[config.mk]
export PLATFORM = sky130hd
export DESIGN_NAME = spi_inst_tx
export DESIGN_NICKNAME = d
export VERILOG_FILES = /design/src/rtl/spi_tx_pkg.sv /design/src/rtl/sync_fifo.sv /design/src/rtl/spi_inst_tx.sv
export SDC_FILE = /design/constraint.sdc
export NUM_CORES = 1
export LEC_CHECK = 0
export ABC_AREA = 1
export BUFFER_PORTS_ARGS = -buffer_cell sky130_fd_sc_hd__buf_2
export CAP_MARGIN = 20
export CORE_ASPECT_RATIO = 0.7
export CORE_UTILIZATION = 57
export CTS_BUF_LIST = sky130_fd_sc_hd__clkbuf_2 sky130_fd_sc_hd__clkbuf_4 sky130_fd_sc_hd__clkbuf_8
export DETAILED_ROUTE_END_ITERATION = 8
export GPL_TIMING_DRIVEN = 0
export HOLD_SLACK_MARGIN = 0.02
export PLACE_DENSITY_LB_ADDON = 0.05
export SETUP_SLACK_MARGIN = 0.02
export SKIP_LAST_GASP = 1
export SLEW_MARGIN = 20
export SYNTH_ARGS = -nofsm -noshare
export SYNTH_HDL_FRONTEND = slang
export SYNTH_SLANG_ARGS = --single-unit
[constraint.sdc]
create_clock -name clk_i -period 2.52 [get_ports clk_i]
set_input_delay 0.126 -clock clk_i [delete_from_list [all_inputs] [get_ports clk_i]]
set_output_delay 0.126 -clock clk_i [all_outputs]
set_load 0.05 [all_outputs]
[src/rtl/spi_tx_pkg.sv]
// Shared types and default constants for the SPI word transmitter.
package spi_tx_pkg;

  localparam int unsigned DefDataWidth = 32;
  localparam int unsigned DefFifoDepth = 4;
  localparam int unsigned DefGapCycles = 2;
  localparam int unsigned WordCntWidth = 16;

  typedef enum logic [1:0] {
    StIdle,
    StShift,
    StGap
  } tx_state_e;

endpackage

[src/rtl/sync_fifo.sv]
// Single-clock FIFO with extra-MSB pointers; push while full is allowed when a pop
// happens on the same edge.
module sync_fifo #(
  parameter int unsigned Width = 32,
  parameter int unsigned Depth = 4
) (
  input  logic             clk_i,
  input  logic             rst_ni,
  input  logic             push_i,
  input  logic [Width-1:0] wdata_i,
  input  logic             pop_i,
  output logic [Width-1:0] rdata_o,
  output logic             full_o,
  output logic             empty_o
);

  localparam int unsigned PtrW = $clog2(Depth);

  logic [Width-1:0] mem_q [Depth];
  logic [PtrW:0]    wptr_q, rptr_q;
  logic             do_push, do_pop;

  assign empty_o = (wptr_q == rptr_q);
  assign full_o  = (wptr_q[PtrW] != rptr_q[PtrW]) &&
                   (wptr_q[PtrW-1:0] == rptr_q[PtrW-1:0]);
  assign rdata_o = mem_q[rptr_q[PtrW-1:0]];

  assign do_pop  = pop_i && !empty_o;
  assign do_push = push_i && (!full_o || do_pop);

  always_ff @(posedge clk_i or negedge rst_ni) begin
    if (!rst_ni) begin
      wptr_q <= '0;
      rptr_q <= '0;
    end else begin
      if (do_push) wptr_q <= wptr_q + 1'b1;
      if (do_pop)  rptr_q <= rptr_q + 1'b1;
    end
  end

  // Storage needs no reset: the pointers define which entries are valid.
  always_ff @(posedge clk_i) begin
    if (do_push) mem_q[wptr_q[PtrW-1:0]] <= wdata_i;
  end

endmodule

[src/rtl/spi_inst_tx.sv]
// Buffered SPI transmitter: serialises FIFO words MSB first, one frame per word,
// with a fixed select-high gap between frames.
module spi_inst_tx
  import spi_tx_pkg::*;
#(
  parameter int unsigned DATA_WIDTH = DefDataWidth,
  parameter int unsigned FIFO_DEPTH = DefFifoDepth,
  parameter int unsigned GAP_CYCLES = DefGapCycles
) (
  input  logic                    clk_i,
  input  logic                    rst_ni,
  input  logic [DATA_WIDTH-1:0]   data_i,
  input  logic                    valid_i,
  output logic                    ready_o,
  output logic                    spi_ss_o,
  output logic                    spi_mosi_o,
  output logic                    busy_o,
  output logic [WordCntWidth-1:0] words_sent_o
);

  localparam int unsigned BitCntW = (DATA_WIDTH > 1) ? $clog2(DATA_WIDTH) : 1;
  localparam int unsigned GapCntW = $clog2(GAP_CYCLES + 1);
  localparam logic [BitCntW-1:0] LastBit = BitCntW'(DATA_WIDTH - 1);
  localparam logic [GapCntW-1:0] LastGap = GapCntW'(GAP_CYCLES - 1);

  tx_state_e               state_q, state_d;
  logic [DATA_WIDTH-1:0]   shreg_q, shreg_d;
  logic [BitCntW-1:0]      bit_cnt_q, bit_cnt_d;
  logic [GapCntW-1:0]      gap_cnt_q, gap_cnt_d;
  logic                    ss_q, ss_d;
  logic                    mosi_q, mosi_d;
  logic [WordCntWidth-1:0] words_sent_q;
  logic                    word_done;
  logic                    last_bit, last_gap;

  logic [DATA_WIDTH-1:0]   fifo_rdata;
  logic                    fifo_full, fifo_empty, fifo_push, fifo_pop;

  assign ready_o   = !fifo_full;
  assign fifo_push = valid_i && ready_o;
  assign last_bit  = (bit_cnt_q == LastBit);
  assign last_gap  = (gap_cnt_q == LastGap);
  // Every entry into SHIFT consumes the FIFO head.
  assign fifo_pop  = (state_d == StShift) && (state_q != StShift);

  sync_fifo #(
    .Width (DATA_WIDTH),
    .Depth (FIFO_DEPTH)
  ) u_fifo (
    .clk_i   (clk_i),
    .rst_ni  (rst_ni),
    .push_i  (fifo_push),
    .wdata_i (data_i),
    .pop_i   (fifo_pop),
    .rdata_o (fifo_rdata),
    .full_o  (fifo_full),
    .empty_o (fifo_empty)
  );

  always_ff @(posedge clk_i or negedge rst_ni) begin
    if (!rst_ni) begin
      state_q <= StIdle;
    end else begin
      state_q <= state_d;
    end
  end

  always_comb begin
    state_d = state_q;
    unique case (state_q)
      StIdle:  if (!fifo_empty) state_d = StShift;
      StShift: if (last_bit) state_d = StGap;
      StGap:   if (last_gap) state_d = fifo_empty ? StIdle : StShift;
      default: state_d = StIdle;
    endcase
  end

  // Next values for the registered pins and datapath; the pins are pure flops.
  always_comb begin
    shreg_d   = shreg_q;
    bit_cnt_d = bit_cnt_q;
    gap_cnt_d = gap_cnt_q;
    ss_d      = 1'b1;
    mosi_d    = 1'b0;
    word_done = 1'b0;
    if (fifo_pop) begin
      shreg_d   = fifo_rdata << 1;
      bit_cnt_d = '0;
      ss_d      = 1'b0;
      mosi_d    = fifo_rdata[DATA_WIDTH-1];
    end else if ((state_q == StShift) && !last_bit) begin
      shreg_d   = shreg_q << 1;
      bit_cnt_d = bit_cnt_q + 1'b1;
      ss_d      = 1'b0;
      mosi_d    = shreg_q[DATA_WIDTH-1];
    end
    if ((state_q == StShift) && last_bit) begin
      gap_cnt_d = '0;
      word_done = 1'b1;
    end else if (state_q == StGap) begin
      gap_cnt_d = gap_cnt_q + 1'b1;
    end
  end

  always_ff @(posedge clk_i or negedge rst_ni) begin
    if (!rst_ni) begin
      shreg_q   <= '0;
      bit_cnt_q <= '0;
      gap_cnt_q <= '0;
      ss_q      <= 1'b1;
      mosi_q    <= 1'b0;
    end else begin
      shreg_q   <= shreg_d;
      bit_cnt_q <= bit_cnt_d;
      gap_cnt_q <= gap_cnt_d;
      ss_q      <= ss_d;
      mosi_q    <= mosi_d;
    end
  end

  always_ff @(posedge clk_i or negedge rst_ni) begin
    if (!rst_ni) begin
      words_sent_q <= '0;
    end else if (word_done) begin
      words_sent_q <= words_sent_q + 1'b1;
    end
  end

  assign spi_ss_o     = ss_q;
  assign spi_mosi_o   = mosi_q;
  assign busy_o       = (state_q != StIdle) || !fifo_empty;
  assign words_sent_o = words_sent_q;

endmodule

Word-level counts from Yosys, hierarchy flattened
Memory sizes are Yosys's and may differ from the RTL's. Index checks and enable logic that the tools add are counted.

Bits in writable memories: 128. Memories: 1. Bits in registers: 65. Word-level logic and storage cells: 58. Output and inout bits: 20.

Memory list: u_fifo.mem_q (depth 4, bits a word 32, read ports 1, clocked after Yosys merged registers in 0, wr ports 1, RTL line sync_fifo.sv:19) `logic [Width-1:0] mem_q [Depth];`.

Reductions and logical operators: 16. Equality and inequality tests: 9. Multiplexer cells: 18. Add/subtract/negate cells: 5.

Operators with widths (count): 32-bit two-way mux (2); 16-bit by 1-bit adder with 16-bit output (second input constant) (1); 2-bit two-way mux (5); 5-bit two-way mux (2); 1-bit two-way mux (8); 1-bit logical AND (7); 3-bit by 1-bit adder with 3-bit output (second input constant) (2); 2-bit by 1-bit == test with 1-bit output (second input constant) (3); 2-bit one-hot mux with 3 select lines (1); 2-bit nonzero test (3); 5-bit by 1-bit adder with 5-bit output (second input constant) (1); 5-bit == test (second input constant) (1); 3-bit == test (1); 1-bit zero test (3); 2-bit by 1-bit adder with 2-bit output (second input constant) (1); 2-bit == test (1); 2-bit == test (second input constant) (1); 2-bit zero test (1); 1-bit logical OR (2); 2-bit by 1-bit inequality test with 1-bit output (second input constant) (1); 1-bit inequality test (1).

Logic depth before layout (Yosys ltp)
Depth after elaboration: 11. Mapped depth: 11. Depth with buffers taken out: 10.

By module
From an unflattened synthesis, not the netlist that was laid out.

Cells, all modules: 677. Area, all modules: 7942.6 um^2.

By module, submodules not included: sync_fifo (area an instance 5175.0 um^2, sequential area each 3993.8 um^2, cells each 369, instances 1); spi_inst_tx (area an instance 2767.7 um^2, sequential area each 1452.6 um^2, cells each 308, instances 1).

Worst setup path after synthesis
Ideal clock, no wire load.

Kind: register to register. Start: register u_fifo.rptr_q[1]. End: memory u_fifo.mem_q[0][0], enable pin. Stages on the path, launching flop included: 6. Setup slack: -606 ps. Arrival time: 2705 ps. Clock period less this slack: 3126 ps. Path buffers: 1. Data required time: 2099 ps. Library setup time: 421 ps. Path through: dfrtp_1 > buf_6 > xnor2_2 > nand3_1 > nand2_2 > nor2_1.

RTL lines: from (decl) (RTL line sync_fifo.sv:20) `logic [PtrW:0] wptr_q, rptr_q;`; from (signal assigned) (RTL line sync_fifo.sv:37) `if (do_pop) rptr_q <= rptr_q + 1'b1;`; 2-bit == test * (RTL line sync_fifo.sv:25) `(wptr_q[PtrW-1:0] == rptr_q[PtrW-1:0]);`; 1-bit logical AND * (RTL line sync_fifo.sv:24) `assign full_o = (wptr_q[PtrW] != rptr_q[PtrW]) &&`; 1-bit zero test * (RTL line spi_inst_tx.sv:39) `assign ready_o = !fifo_full;`; named net ready_o (RTL line spi_inst_tx.sv:14) `output logic ready_o,`; 1-bit logical AND / 1-bit logical OR (equally long branches) (RTL line spi_inst_tx.sv:40, sync_fifo.sv:29); 1-bit logical AND * (RTL line sync_fifo.sv:29) `assign do_push = push_i && (!full_o || do_pop);`; 1-bit two-way mux * (RTL line sync_fifo.sv:43) `if (do_push) mem_q[wptr_q[PtrW-1:0]] <= wdata_i;`; 1-bit two-way mux (implied by the code) * (RTL line sync_fifo.sv:43); to (decl) (RTL line sync_fifo.sv:19).

The timed path passes the listed nets; every way through them passes the cells marked *.

Worst setup path after layout
Start: register u_fifo.rptr_q[1]. End: memory u_fifo.mem_q[2][18], enable pin.

Longest elaborated chain between the ends: 11.

Ends and longest elaborated chain: 3-bit == test (RTL line sync_fifo.sv:23) `assign empty_o = (wptr_q == rptr_q);`; 1-bit two-way mux (RTL line spi_inst_tx.sv:73) `StGap: if (last_gap) state_d = fifo_empty ? StIdle : StShift;`; 2-bit two-way mux (RTL line spi_inst_tx.sv:73); 2-bit one-hot mux with 3 select lines (RTL line spi_inst_tx.sv:70) `unique case (state_q)`; 2-bit by 1-bit == test with 1-bit output (RTL line spi_inst_tx.sv:44) `assign fifo_pop = (state_d == StShift) && (state_q != StShift);`; 1-bit logical AND (RTL line spi_inst_tx.sv:44); 1-bit logical AND (RTL line sync_fifo.sv:28) `assign do_pop = pop_i && !empty_o;`; 1-bit logical OR (RTL line sync_fifo.sv:29); 1-bit logical AND * (RTL line sync_fifo.sv:29); 1-bit two-way mux * (RTL line sync_fifo.sv:43); 1-bit two-way mux (implied by the code) * (RTL line sync_fifo.sv:43).

Mark *: on every way between the ends. The rest lies on a longest branch, timed or not.

==> metrics.csv <==
metric;value;unit
status;completed;
Worst Tran Pin Value;0.6609;ns
Die Ht;103.0;µm
max cap viols;0;
GRT Overall Usage;0.2566;
post-cts sizing count;0;
post-route insts no fill;1117;
initial core utilization;0.5916;
ys async rst share;0.3333;
Via density;5.374;
Startpoint Class;flop;
worst endpoint data arrival time;2.37;ns
Routed WL;18440;µm
FMAX;0.4551;GHz
Clock Tree Buf Depth;2;
DRT iter0 DRCs;490;
Cells after Synth;802;
number of diodes;0;
vias in the first global route;5477;
# fillers;1043;
Lkg Pwr;4.176;nW
drt pass-1 iters;5;
DRC errors left;0;
Ports;55;
placement row count;36;
Max stage delay cell, worst path;nor2_4;
Sink Count;192;
Seq/Total Area, Yosys;0.6551;
Period minus WS final;2.197;ns
crit path kind;reg -> reg;
CTS tree;built;
Fin. Hold Viols;0;
Final WS setup;0.3229;ns
Seq cells post-synth;192;
Critical Path Fanout Max;17;
RSZ-0062 raised after global routing;false;
Slew Viols, Final;0;
Buffers on Ports;54;
number of buffers created by CTS;17;
final worst-path cycle share;0.8719;
post-synth top area share;0.4623;
grt total ovfl;0;
CP Capture Type;flop;
setup bufs post-CTS;0;
Core Region;0.01405;mm²
Synth Cell Area;0.008314;mm²
Peak supply drop;616.6;µV
Yosys cell types;28;
largest net degree at the start of global routing;35;
layout cells sized above 1;0.1618;
H-Tree Depth;4;
ys flop type;edfxtp_1;
clk root buf;clkbuf_8;
setup_tns;0;ns
first-pass GRT wire length;28620;µm
DPL Wire Length;12340;µm
NumNets Final;958;
worst min path class;in -> async;
WP buf/inv;2;
die area;0.01508;mm²
worst-skew pair later-pin latency;0.47;ns
Layout area overhead;17.04;%
Area contributors post-synth;edfxtp_1, dfrtp_1, nand2_1, nand3_1, nor2_1;
CTS clk-pin slew, worst paths;0.09;ns
CP peak stage delay;0.56;ns
via count;6003;
Top delay family on crit path;simple AND/OR/NAND/NOR gates;
syn avg cell area;10.37;µm²
Post-Place Setup Slack;0.3056;ns
crit-path cells;buf_6 > xnor2_2 > nand3_1 > nand2_2 > nor2_4 > buf_16;
initial antenna violation count;0;
Cell Pwr Density;1145;mW/mm²
Clock Skew;0.01433;ns
final setup fails;0;
DP Cell Count;1051;
yosys warns;0;
final core occ;0.6924;
required time worst endpoint;2.69;ns
Wirelength per Cell;16.51;µm
worst hold margin;0.1240;ns
leading area contributor after synthesis;edfxtp_1;
gp weighted congestion;0.7648;
EDFF count, synth;128;
Synth Net Count;846;
Slew HR;0.5584;
hold-fix buffers at CTS;34;
Detail Route Antenna Nets;0;
width of the die;146.4;µm
metrics by stage:
stage / power (mW) / instance area, µm²
floorplan: 7.688 / 8324
global placement: 8.747 / 8832
detailed placement: 9.092 / 8985
CTS: 11.17 / 9731
global route: 11.86 / 9731
finish: 11.15 / 9731
Yosys cell counts, types with 3 or more instances:
master    number
nand2_1      282
edfxtp_1     128
nand3_1      106
dfrtp_1       63
nor2_1        59
a21oi_1       31
inv_1         25
buf_4         16
o21ai_0       16
buf_2         14
xor2_1        11
ha_1           9
buf_6          7
xnor2_1        6
nand2_2        4
nand4_1        4
clkbuf_1       3
inv_2          3
nor2_2         3
cell families (layout without fill, tap and decap cells):
logic type | after synthesis | count (layout) | synth area share
compound gates | 48 | 48 | 0.02905
xor+xnor | 18 | 18 | 0.01986
fa+ha+maj | 9 | 9 | 0.01354
buf+inv | 69 | 194 | 0.04695
flops | 192 | 192 | 0.6551
simple gates | 466 | 466 | 0.2355
final timing paths:
path	startpoint	to	slack, ns	cells past startpoint
setup / recovery	u_fifo.rptr_q[1]	u_fifo.mem_q[2][18]	0.32	6
hold / removal	rst_ni	u_fifo.wptr_q[1]	0.12	2
setup reg to reg	u_fifo.rptr_q[1]	u_fifo.mem_q[2][18]	0.32	6
hold reg to reg	gap_cnt_q[0]	gap_cnt_q[0]	0.51	1
max in group asynchronous	rst_ni	shreg_q[1]	1.86	3
min in group clk_i	data_i[12]	u_fifo.mem_q[3][12]	0.41	2
flip-flops by register name (all words and copies together) (netlist names), 2 cells and up:
name,flops
u_fifo.mem_q,128
u_fifo.rptr_q,3
u_fifo.wptr_q,3
state_q,2
bit_cnt_q,5
words_sent_o,16
shreg_q,31
gap_cnt_q,2
layout make-up:
cell class | instances | area [µm²] | area share
tap | 190 | 237.7 | 0.02443
sequential | 192 | 5446 | 0.5597
timing repair buffer | 93 | 743.2 | 0.07638
clock inverter | 14 | 163.9 | 0.01684
buffer | 40 | 280.3 | 0.02880
clock buffer | 18 | 241.5 | 0.02482
inverter | 29 | 110.1 | 0.01132
multi-input combinational | 541 | 2507 | 0.2577
cells in the final DEF, fill, tap and decap left out:
master | Yosys | final
nand2_1 | 282 | 282
xnor2_1 | 6 | 6
buf_12 | 0 | 1
xnor2_2 | 1 | 1
nand2_4 | 2 | 2
nand4_1 | 4 | 4
clkbuf_4 | 0 | 1
nor2_4 | 2 | 6
ha_1 | 9 | 9
dlygate4sd3_1 | 0 | 34
dfrtp_1 | 63 | 63
clkbuf_8 | 0 | 17
edfxtp_1 | 128 | 128
nand3_2 | 2 | 2
buf_2 | 14 | 67
o22ai_1 | 1 | 1
buf_16 | 0 | 4
clkbuf_1 | 3 | 3
nand3_1 | 106 | 106
bufinv_16 | 0 | 3
xor2_1 | 11 | 11
nand2_2 | 4 | 4
or2_1 | 1 | 1
inv_6 | 0 | 2
nor2_1 | 59 | 55
buf_4 | 16 | 17
a21oi_1 | 31 | 31
clkinv_1 | 0 | 1
inv_1 | 25 | 25
buf_6 | 7 | 7
dfstp_2 | 1 | 1
clkinv_4 | 0 | 2
inv_2 | 3 | 3
o21ai_0 | 16 | 16
nor2_2 | 3 | 3
clkinvlp_4 | 0 | 2
clkinv_2 | 1 | 5
nand3b_1 | 1 | 1
power by group:
group	switching [mW]	internal [mW]	total, mW
registers	0.358	4.27	4.63
clock network	1.06	0.989	2.05
logic	2.92	1.54	4.46
total	4.35	6.80	11.1
layer usage:
layer,GRT usage,routed length [µm],up-vias
li1,-,-,2881
met1,0.3750,8765,2917
met2,0.3996,8452,191
met3,0.05088,1078,14
met4,0.06651,145,0
met5,0,0,-
Note: power is estimated with default switching activity, not from simulation.
